--- src/rtl/usb_rx_timer.sv ---
// Bit/byte timing for the USB full-speed receive path: recovers bit timing
// from d_edge, shifts data bits, removes stuffed bits and flags whole bytes.
module usb_rx_timer #(
    parameter int unsigned CLKS_PER_BIT  = 8,
    parameter int unsigned SAMPLE_PT     = 3,
    parameter int unsigned BITS_PER_BYTE = 8,
    parameter int unsigned STUFF_RUN     = 6
) (
    input  logic       clk,
    input  logic       rst,
    input  logic       d_edge,
    input  logic       d_orig,
    input  logic       eop,
    input  logic       rcving,
    output logic       shift_enable,
    output logic       byte_received,
    output logic       stuff_bit,
    output logic       stuff_error,
    output logic [3:0] bit_count
);

    localparam int unsigned CW = (CLKS_PER_BIT > 1) ? $clog2(CLKS_PER_BIT) : 1;
    localparam int unsigned RW = $clog2(STUFF_RUN + 1);

    typedef enum logic [1:0] {IDLE, SYNC, RUN} state_t;

    state_t        state;
    logic [CW-1:0] clk_cnt;
    logic [3:0]    bit_cnt;
    logic [RW-1:0] ones_run;

    logic sample;
    logic stuff_due;
    logic byte_done;

    always_comb begin
        sample       = (state != IDLE) && (clk_cnt == CW'(SAMPLE_PT));
        stuff_due    = (ones_run == RW'(STUFF_RUN));
        shift_enable = sample && (eop || !stuff_due);
        stuff_bit    = sample && !eop && stuff_due && !d_orig;
        stuff_error  = sample && !eop && stuff_due && d_orig;
        byte_done    = shift_enable && !eop && (bit_cnt == 4'(BITS_PER_BYTE - 1));
    end

    assign bit_count = bit_cnt;

    always_ff @(posedge clk or posedge rst) begin
        if (rst) begin
            state         <= IDLE;
            clk_cnt       <= '0;
            bit_cnt       <= '0;
            ones_run      <= '0;
            byte_received <= 1'b0;
        end else begin
            byte_received <= byte_done;
            case (state)
                IDLE: begin
                    bit_cnt  <= '0;
                    ones_run <= '0;
                    if (d_edge) begin
                        state   <= SYNC;
                        clk_cnt <= CW'(1);
                    end else begin
                        clk_cnt <= '0;
                    end
                end
                default: begin
                    // The edge cycle itself counts as 0, so a resync reloads 1.
                    if (d_edge)
                        clk_cnt <= CW'(1);
                    else if (clk_cnt == CW'(CLKS_PER_BIT - 1))
                        clk_cnt <= '0;
                    else
                        clk_cnt <= clk_cnt + CW'(1);

                    if (sample) begin
                        if (eop) begin
                            ones_run <= '0;
                            bit_cnt  <= '0;
                        end else if (stuff_due) begin
                            ones_run <= '0;
                        end else begin
                            ones_run <= d_orig ? ones_run + RW'(1) : '0;
                            bit_cnt  <= byte_done ? 4'd0 : bit_cnt + 4'd1;
                        end
                    end

                    if (state == SYNC) begin
                        state <= RUN;
                    end else if (!rcving) begin
                        state    <= IDLE;
                        clk_cnt  <= '0;
                        bit_cnt  <= '0;
                        ones_run <= '0;
                    end
                end
            endcase
        end
    end

endmodule

--- config.mk ---
export PLATFORM = sky130hd
export DESIGN_NAME = usb_rx_timer
export DESIGN_NICKNAME = d
export VERILOG_FILES = /design/src/rtl/usb_rx_timer.sv
export SDC_FILE = /design/constraint.sdc
export NUM_CORES = 1
export LEC_CHECK = 0
export CAP_MARGIN = 20
export CORE_MARGIN = 10
export CORE_UTILIZATION = 40
export DETAILED_ROUTE_END_ITERATION = 16
export GPL_ROUTABILITY_DRIVEN = 0
export GPL_TIMING_DRIVEN = 0
export SYNTH_ARGS = -nofsm -noshare
export SYNTH_HDL_FRONTEND = slang
export SYNTH_SLANG_ARGS = --single-unit
export TNS_END_PERCENT = 20
--- constraint.sdc ---
create_clock -name clk -period 2 [get_ports clk]
set_clock_uncertainty 0.05 [all_clocks]
set_input_delay 0.3 -clock clk [delete_from_list [all_inputs] [get_ports clk]]
set_output_delay 0.3 -clock clk [all_outputs]
set_load 0.1 [all_outputs]
Word-level counts from Yosys, hierarchy flattened. Index checks and enable logic that the tools add are counted. W data, S select, Z words.

Memory bits (writable): 0. Word-level logic and storage cells: 54. Bits in latches: 0. Memories: 0. ROM bits: 0. Flip-flop bits (word level): 13. Output and inout port bits: 8. Bits of input ports: 6.

Reductions and logical operators: 15. Shift operators: 0. $lt $le $gt $ge: 0. Multipliers: 0. Divide/modulo/power cells: 0. $add $sub $neg: 3. Multiplexer cells: 24. Eq/ne operators: 7. Bitwise gates (word level): 0.

Operator list (number): $mux W3 (12); $mux W4 (7); $logic_and A1 B1 Y1 (8); $mux W2 (4); $add A3 B1 Y3 const B (2); $eq A3 B3 Y1 const B (2); $add A4 B1 Y4 const B (1); $eq A4 B3 Y1 const B (1); $eq A3 B2 Y1 const B (1); $logic_not A1 Y1 (3); $ne A3 B1 Y1 const B (1); $eq A2 B1 Y1 const B (1); $logic_not A2 Y1 (1); $ne A2 B2 Y1 const B (1); $reduce_and A2 Y1 (1); $reduce_bool A2 Y1 (1); $logic_or A1 B1 Y1 (1); $mux W1 (1).

Depth between registers and ports, before layout. Gate-level depths: netlist (run 1).

Depth after elaboration: 13. Depth in mapped cells: 7.

Worst setup path before layout (run 1). No wires, ideal clock.

Kind: register -> output. Start: reg clk_cnt[0]. End: out stuff_bit. Cell stages (with the launch flop): 6. Buffers on the path: 1. Setup slack: -2206 ps. Arrival time: 3856 ps. Data required time: 1650 ps. Cells stage by stage: dfrtp_1 > ha_1 > ha_1 > o21ai_1 > clkbuf_1 > nor4_1.

Longest elaborated chain between the ends: 5.

Ends and longest elaborated chain: start: declaration (line 28) `logic [CW-1:0] clk_cnt;`; start signal: assignment (line 74) `clk_cnt <= clk_cnt + CW'(1);`; $eq A3 B2 Y1 (line 37) `sample = (state != IDLE) && (clk_cnt == CW'(SAMPLE_PT));`; $logic_and A1 B1 Y1 (line 37); $logic_and A1 B1 Y1 (3 in a row) (line 40) `stuff_bit = sample && !eop && stuff_due && !d_orig;`; end: declaration (line 17) `output logic stuff_bit,`.

No other way between the ends.

Worst setup path after layout (run 1).
Start: reg bit_cnt[0] (netlist: bit_count[0]). End: out bit_count[0].

RTL lines: start: declaration (line 29) `logic [3:0] bit_cnt;`; start signal: assignment (line 84) `bit_cnt <= byte_done ? 4'd0 : bit_cnt + 4'd1;`; end: declaration (line 19) `output logic [3:0] bit_count`.

No word-level cell between the ends.

==> results of run 1 <==
==> kinds of logic after synthesis <==
group | after synthesis | synth area share
XOR/XNOR | 1 | 0.0121
multiplexers | 1 | 0.0138
AO/OA/AOI/OAI | 14 | 0.116
AND/OR/NAND/NOR | 35 | 0.254
adder cells (fa/ha/maj) | 6 | 0.104
buffers and inverters | 8 | 0.0518
flip-flops | 13 | 0.449
==> synthesized netlist by cell type, drive strengths merged <==
cell     n
a21o     3
nand4    1
nand2b   1
inv      5
clkbuf   2
and2     1
nor4b    1
and3b    1
and3     1
buf      1
nor3     4
nand3b   2
xor2     1
a31oi    1
nand3    3
nor4     2
nand2    8
o21a     1
a21oi    6
or4      2
nor2     7
dfrtp   13
o21ai    2
ha       6
a211oi   1
nor3b    1
mux2i    1
==> state kept, by name, summed over array words and instances, names as in the netlist <==
signal / cells
state: 2
ones_run: 3
bit_count: 4
byte_received: 1
clk_cnt: 3
==> layer usage <==
| layer | wire length [um] | share of wire |
|---|---|---|
| met4 | 12 | 0.0076 |
| met2 | 728 | 0.46 |
| met5 | 0 | 0 |
| met1 | 744 | 0.47 |
| met3 | 98 | 0.062 |
==> metrics by stage <==
step                      utilization  cells  setup WS (ns)  setup TNS [ns]  instance area (sq um)
after detailed placement        0.534    115         -0.748           -1.96                    922
after floorplan                     -     78         -0.332          -0.793                    771
after CTS                       0.556    119         -0.133          -0.194                    960
after global placement          0.534    115         -0.723           -1.90                    922
after global routing            0.591    123        -0.0432         -0.0432                   1020
final                           0.591    123         0.0663               0                   1020
==> layout make-up <==
type | count | area (sq um) | area share
multi-input cells | 57 | 433 | 0.424
flip-flops and latches | 13 | 325 | 0.319
repair buffers | 16 | 156 | 0.153
well taps | 25 | 31.3 | 0.0306
plain buffers | 3 | 30.0 | 0.0294
clock buffers | 4 | 26.3 | 0.0257
inverters | 5 | 18.8 | 0.0184
==> power by group <==
group | switching, mW | internal (mW) | leakage, nW
logic | 0.131 | 0.0930 | 0.286
clock network | 0.0827 | 0.0771 | 0.0150
registers | 0.0516 | 0.297 | 0.176
==> repair_timing <==
| action | CTS | global route |
|---|---|---|
| gates resized for setup | 28 | 8 |
| pin swaps | 0 | 3 |
| setup endpoints to repair | 8 | 3 |
| setup buffers | 0 | 4 |
==> worst max-delay path by stage <==
stage	start	slack, ns	end	depth (start not counted)
floorplan	clk_cnt[0]$_DFF_PP0_	-0.33	stuff_bit	5
global placement	clk_cnt[0]$_DFF_PP0_	-0.72	stuff_bit	6
detailed placement	clk_cnt[0]$_DFF_PP0_	-0.75	stuff_bit	6
CTS	clk_cnt[0]$_DFF_PP0_	-0.13	stuff_bit	6
global route	clk_cnt[0]$_DFF_PP0_	-0.04	stuff_bit	6
finish	bit_count[0]$_DFF_PP0_	0.07	bit_count[0]	1
==> impl_results.md, run 1 <==
* Pins Over Slew Limit at 0
* CTS tree: done
* GRT busiest layer: met2
* Critical-path maximum fanout at 6
* Leak at 0.477 nW
* Met1 Usage GRT at 0.0951
* Die area at 0.00391 sq mm
* Die height at 62.6 um
* Hold_ws at 0.307 ns
* Post-synth cell types at 28
* RSZ-0062 raised after global routing: yes
* Syn Nets at 90
* Pre-antenna DRT Iters at 4
* CP max stage cell: dlygate4sd2_1
* VDD IR-drop max at 644 uV
* R2r endpoint: bit_count[0]$_DFF_PP0_
* WP buf/inv at 1
* Most frequent cells in the layout: dfrtp_1, nand2_1, a21oi_1
* Final net count at 111
* Tmin final at 1.93 ns
* Final worst path period share at 0.967
* Largest net degree at the start of global routing at 14
* R2r setup slk at 0.14 ns
* Met2 GRT Util at 0.124
* Met3 usage at 0.0358
* Reg2reg start: clk_cnt[0]$_DFF_PP0_
* Critical Path Max Stage Delay at 0.88 ns
* Area leader, netlist: dfrtp_1
* Ports at 14
* Most common cell after layout, fill and taps aside: dfrtp_1
* Antenna diodes at 0
* Startpoint types: flop
* GRT overflow at 0
* #FFs+latches synth at 13
* Die X at 62.6 um
* Root buf cell: clkbuf_4
* Share of the yosys chip area belonging to registers at 0.449
* # rows at 15
* CP arrival at 1.58 ns
* First-pass GRT wire length at 2.66 mm
* Initial DRC Count at 22
* Wirelength per Cell at 12.9 um
* Status: finished, final reports clean
* Top-area cell type share of the netlist area at 0.449
* Hold Crit Class: in2async
* Critical path's top delay family: buffers and inverters
* Antenna viol nets, final at 0
* Clock sinks at 13
* Max-Slew Margin vs Limit at 0.360
* Dpl hpwl at 1.16 mm
* Post-route DRC at 0
* FMAX at 517 MHz
* Total wire length at 1.58 mm
* YS warnings at 0
* Worst-skew pair later-pin latency at 0.27 ns
* Synth top area cells: dfrtp_1, ha_1, a21oi_1
* PortBufs at 12
* Max Root-Sink Buffers at 2
* Pwr per Cell Area at 717 mW/mm^2
* Worst r2r path cells at 7
* Area of the core at 0.00173 sq mm
* Clk slew on worst S/H paths at 0.08 ns
* Worst setup path class: reg2out
* Initial Util at 0.420
* Final setup fails at 0
* Routed vias at 607
* CP Cell Sequence: dlygate4sd2_1
* Max-Cap Viols at 0
* Vias in the first global route at 604
* CP Capture Type: output pin
* Post-Synthesis Cells at 78
* Area delta synth->final at 40.9%
* Fillers at 164
* Mapped Area at 724 sq um
* Synth Area per Inst at 9.29 sq um
* Detailed-route vias per instance at 4.93
* Initial antenna violation count at 0
* Tot GR Track Use at 0.0819
* Total power at 732 uW
* Actual slew at the worst max-slew pin at 0.964 ns
* Max H-tree Level at 1
* Share of layout cells above drive strength 1 at 0.214
* Post-CTS Hold Buffers at 0
* Fin. Hold Viols at 0
* CTS Buf Count at 3
* CP Data Required Time at 1.65 ns
Power figures use the tool's default switching activity.
==> run 2, diff against run 1 <==
- PLACE_DENSITY: not set -> 0.61
==> run 2 against run 1 <==
Effect of this change:
- die area unchanged
- sequential power about the same
- combinational power up 6%
- final area is 1.5% higher
- largest cell class unchanged
- worst hold slack got worse by 0.014 ns
- non-clock buffer count increased by 3
- cell count rose by 2.4%
- worst setup slack lost 0.017 ns
- flip-flop and latch count stayed put
- sequential share of layout area is 0.46 points lower
- critical path depth rose by 5
- core utilization is 0.87 points higher
==> impl_results.md, run 2 (synthesis results as in run 1) <==
* Routed vias at 627
* # rows at 15
* Die height at 62.6 um
* Root buf cell: clkbuf_4
* Post-route DRC at 0
* Pwr per Cell Area at 725 mW/mm^2
* Antenna diodes at 0
* Clock sinks at 13
* Initial DRC Count at 2
* FMAX at 513 MHz
* Worst path most repeated cell: ha_4
* Actual slew at the worst max-slew pin at 0.966 ns
* Most common cell after layout, fill and taps aside: dfrtp_1
* Most frequent cells in the layout: dfrtp_1, nand2_1, buf_4
* Clk slew on worst S/H paths at 0.08 ns
* Max Root-Sink Buffers at 2
* Largest net degree at the start of global routing at 14
* Worst-skew pair later-pin latency at 0.28 ns
* Clock network fraction of total power at 0.219
* Initial antenna violation count at 0
* Area delta synth->final at 43.0%
* VDD IR-drop max at 450 uV
* Area of the core at 0.00173 sq mm
* Seq pwr share at 0.466
* Final setup fails at 0
* Vias in the first global route at 617
* Net Sw Frac at 0.364
* Final worst path period share at 0.975
* CP Cell Sequence: ha_4 > ha_4 > o21ai_4 > buf_8 > nor4_4 > buf_6
* Leak at 0.476 nW
* Critical path's top delay family: flip-flops
* CP Capture Type: output pin
* Crit path from: clk_cnt[0]$_DFF_PP0_
* Max reg flops at 4
* WP buf/inv at 2
* Total power at 751 uW
* PortBufs at 12
* Detailed-route vias per instance at 4.98
* Ports at 14
* Reg2reg start: clk_cnt[0]$_DFF_PP0_
* Antenna viol nets, final at 0
* Total wire length at 1.63 mm
* Final std cells w/o fill at 126
* Placed cell count at 115
* Max-Slew Margin vs Limit at 0.359
* CP arrival at 1.60 ns
* Critical-path maximum fanout at 5
* Tmin final at 1.95 ns
* CTS tree: done
* Internal power at 477 uW
* CTS Buf Count at 3
* CP max stage cell: dfrtp_1
* Switching pwr at 274 uW
* Max H-tree Level at 1
* Startpoint types: flop
* Pins Over Slew Limit at 0
* Die X at 62.6 um
* GRT overflow at 0
* Critical Path Max Stage Delay at 0.40 ns
* Area occupied by multi-input gates at 425 sq um
* Worst setup path class: reg2out
* Die area at 0.00391 sq mm
* Final net count at 114
* Fillers at 153
* Max-Cap Viols at 0
* CP Data Required Time at 1.65 ns
* Initial Util at 0.420
* Pre-antenna DRT Iters at 3
* Comb power frac at 0.315
* Dpl hpwl at 1.15 mm
* Share of layout cells above drive strength 1 at 0.228
* Fin. Hold Viols at 0
* Status: finished, final reports clean
* Storage element area at 325 sq um
* Tot GR Track Use at 0.0852
* Wirelength per Cell at 12.9 um
* Hold Crit Class: in2async
* RSZ-0062 raised after global routing: yes
* First-pass GRT wire length at 2.77 mm
==> run 2: cell count changes in the layout (fill, tap and decap cells not counted) <==
cell	delta
nand2_2	+1
ha_1	+1
nand2_4	-1
buf_4	+3
ha_2	-1
==> run 2: cell type report <==
class	instances	area share
Clock buffer	4	0.0254
Inverter	5	0.0181
Timing Repair Buffer	19	0.173
Multi-Input combinational cell	57	0.411
Sequential cell	13	0.314
Buffer	3	0.0290
Tap cell	25	0.0302
==> run 2: power groups by stage <==
stage                     sequential [mW]  clock (mW)  combinational [mW]
final                               0.350       0.164               0.237
after global routing                0.358       0.183               0.263
after CTS                           0.343       0.169               0.206
after detailed placement            0.342           0               0.200
after global placement              0.341           0               0.197
after floorplan                     0.341           0               0.141
==> run 2: worst paths after layout <==
| path | cells after the start | slack, ns | to |
|---|---|---|---|
| max in group asynchronous | 2 | 1.26 | ones_run[2]$_DFF_PP0_ |
| setup reg to reg | 9 | 0.17 | ones_run[2]$_DFF_PP0_ |
| setup / recovery | 6 | 0.05 | stuff_bit |
| hold reg to reg | 2 | 0.52 | ones_run[1]$_DFF_PP0_ |
| min in group clk | 2 | 0.45 | byte_received$_DFF_PP0_ |
| hold / removal | 2 | 0.29 | clk_cnt[0]$_DFF_PP0_ |
==> run 2: layer usage <==
layer | wire [um] | vias to the layer above | track usage
met2 | 772 | 13 | 0.138
met1 | 730 | 291 | 0.0952
li1 | - | 318 | -
met5 | 0 | - | 0
met4 | 35 | 0 | 0.0503
met3 | 87 | 5 | 0.0269
==> run 2: metrics by stage <==
stage | cell area [sq um] | hold WS, ns | setup TNS, ns | setup slack [ns] | utilization
global route | 1040 | 0.330 | -0.108 | -0.0742 | 0.600
CTS | 960 | 0.310 | -0.192 | -0.131 | 0.556
global placement | 922 | 0.489 | -1.89 | -0.723 | 0.534
finish | 1040 | 0.293 | 0 | 0.0492 | 0.600
detailed placement | 922 | 0.500 | -1.94 | -0.729 | 0.534
floorplan | 771 | 0.127 | -0.793 | -0.332 | -
==> run 2: what timing repair did <==
item,4_1_cts,5_1_grt
pin swaps,0,3
endpoints found under the setup margin,8,3
gates resized for setup,28,6
buffers inserted,0,7
hold buffers,0,0
hold endpoints to repair,0,0
==> run 3, diff against run 2 <==
- CAP_MARGIN: 20 -> 5
==> results of run 3 <==
No change in the layout: final DEF, timing and power equal those of run 2.
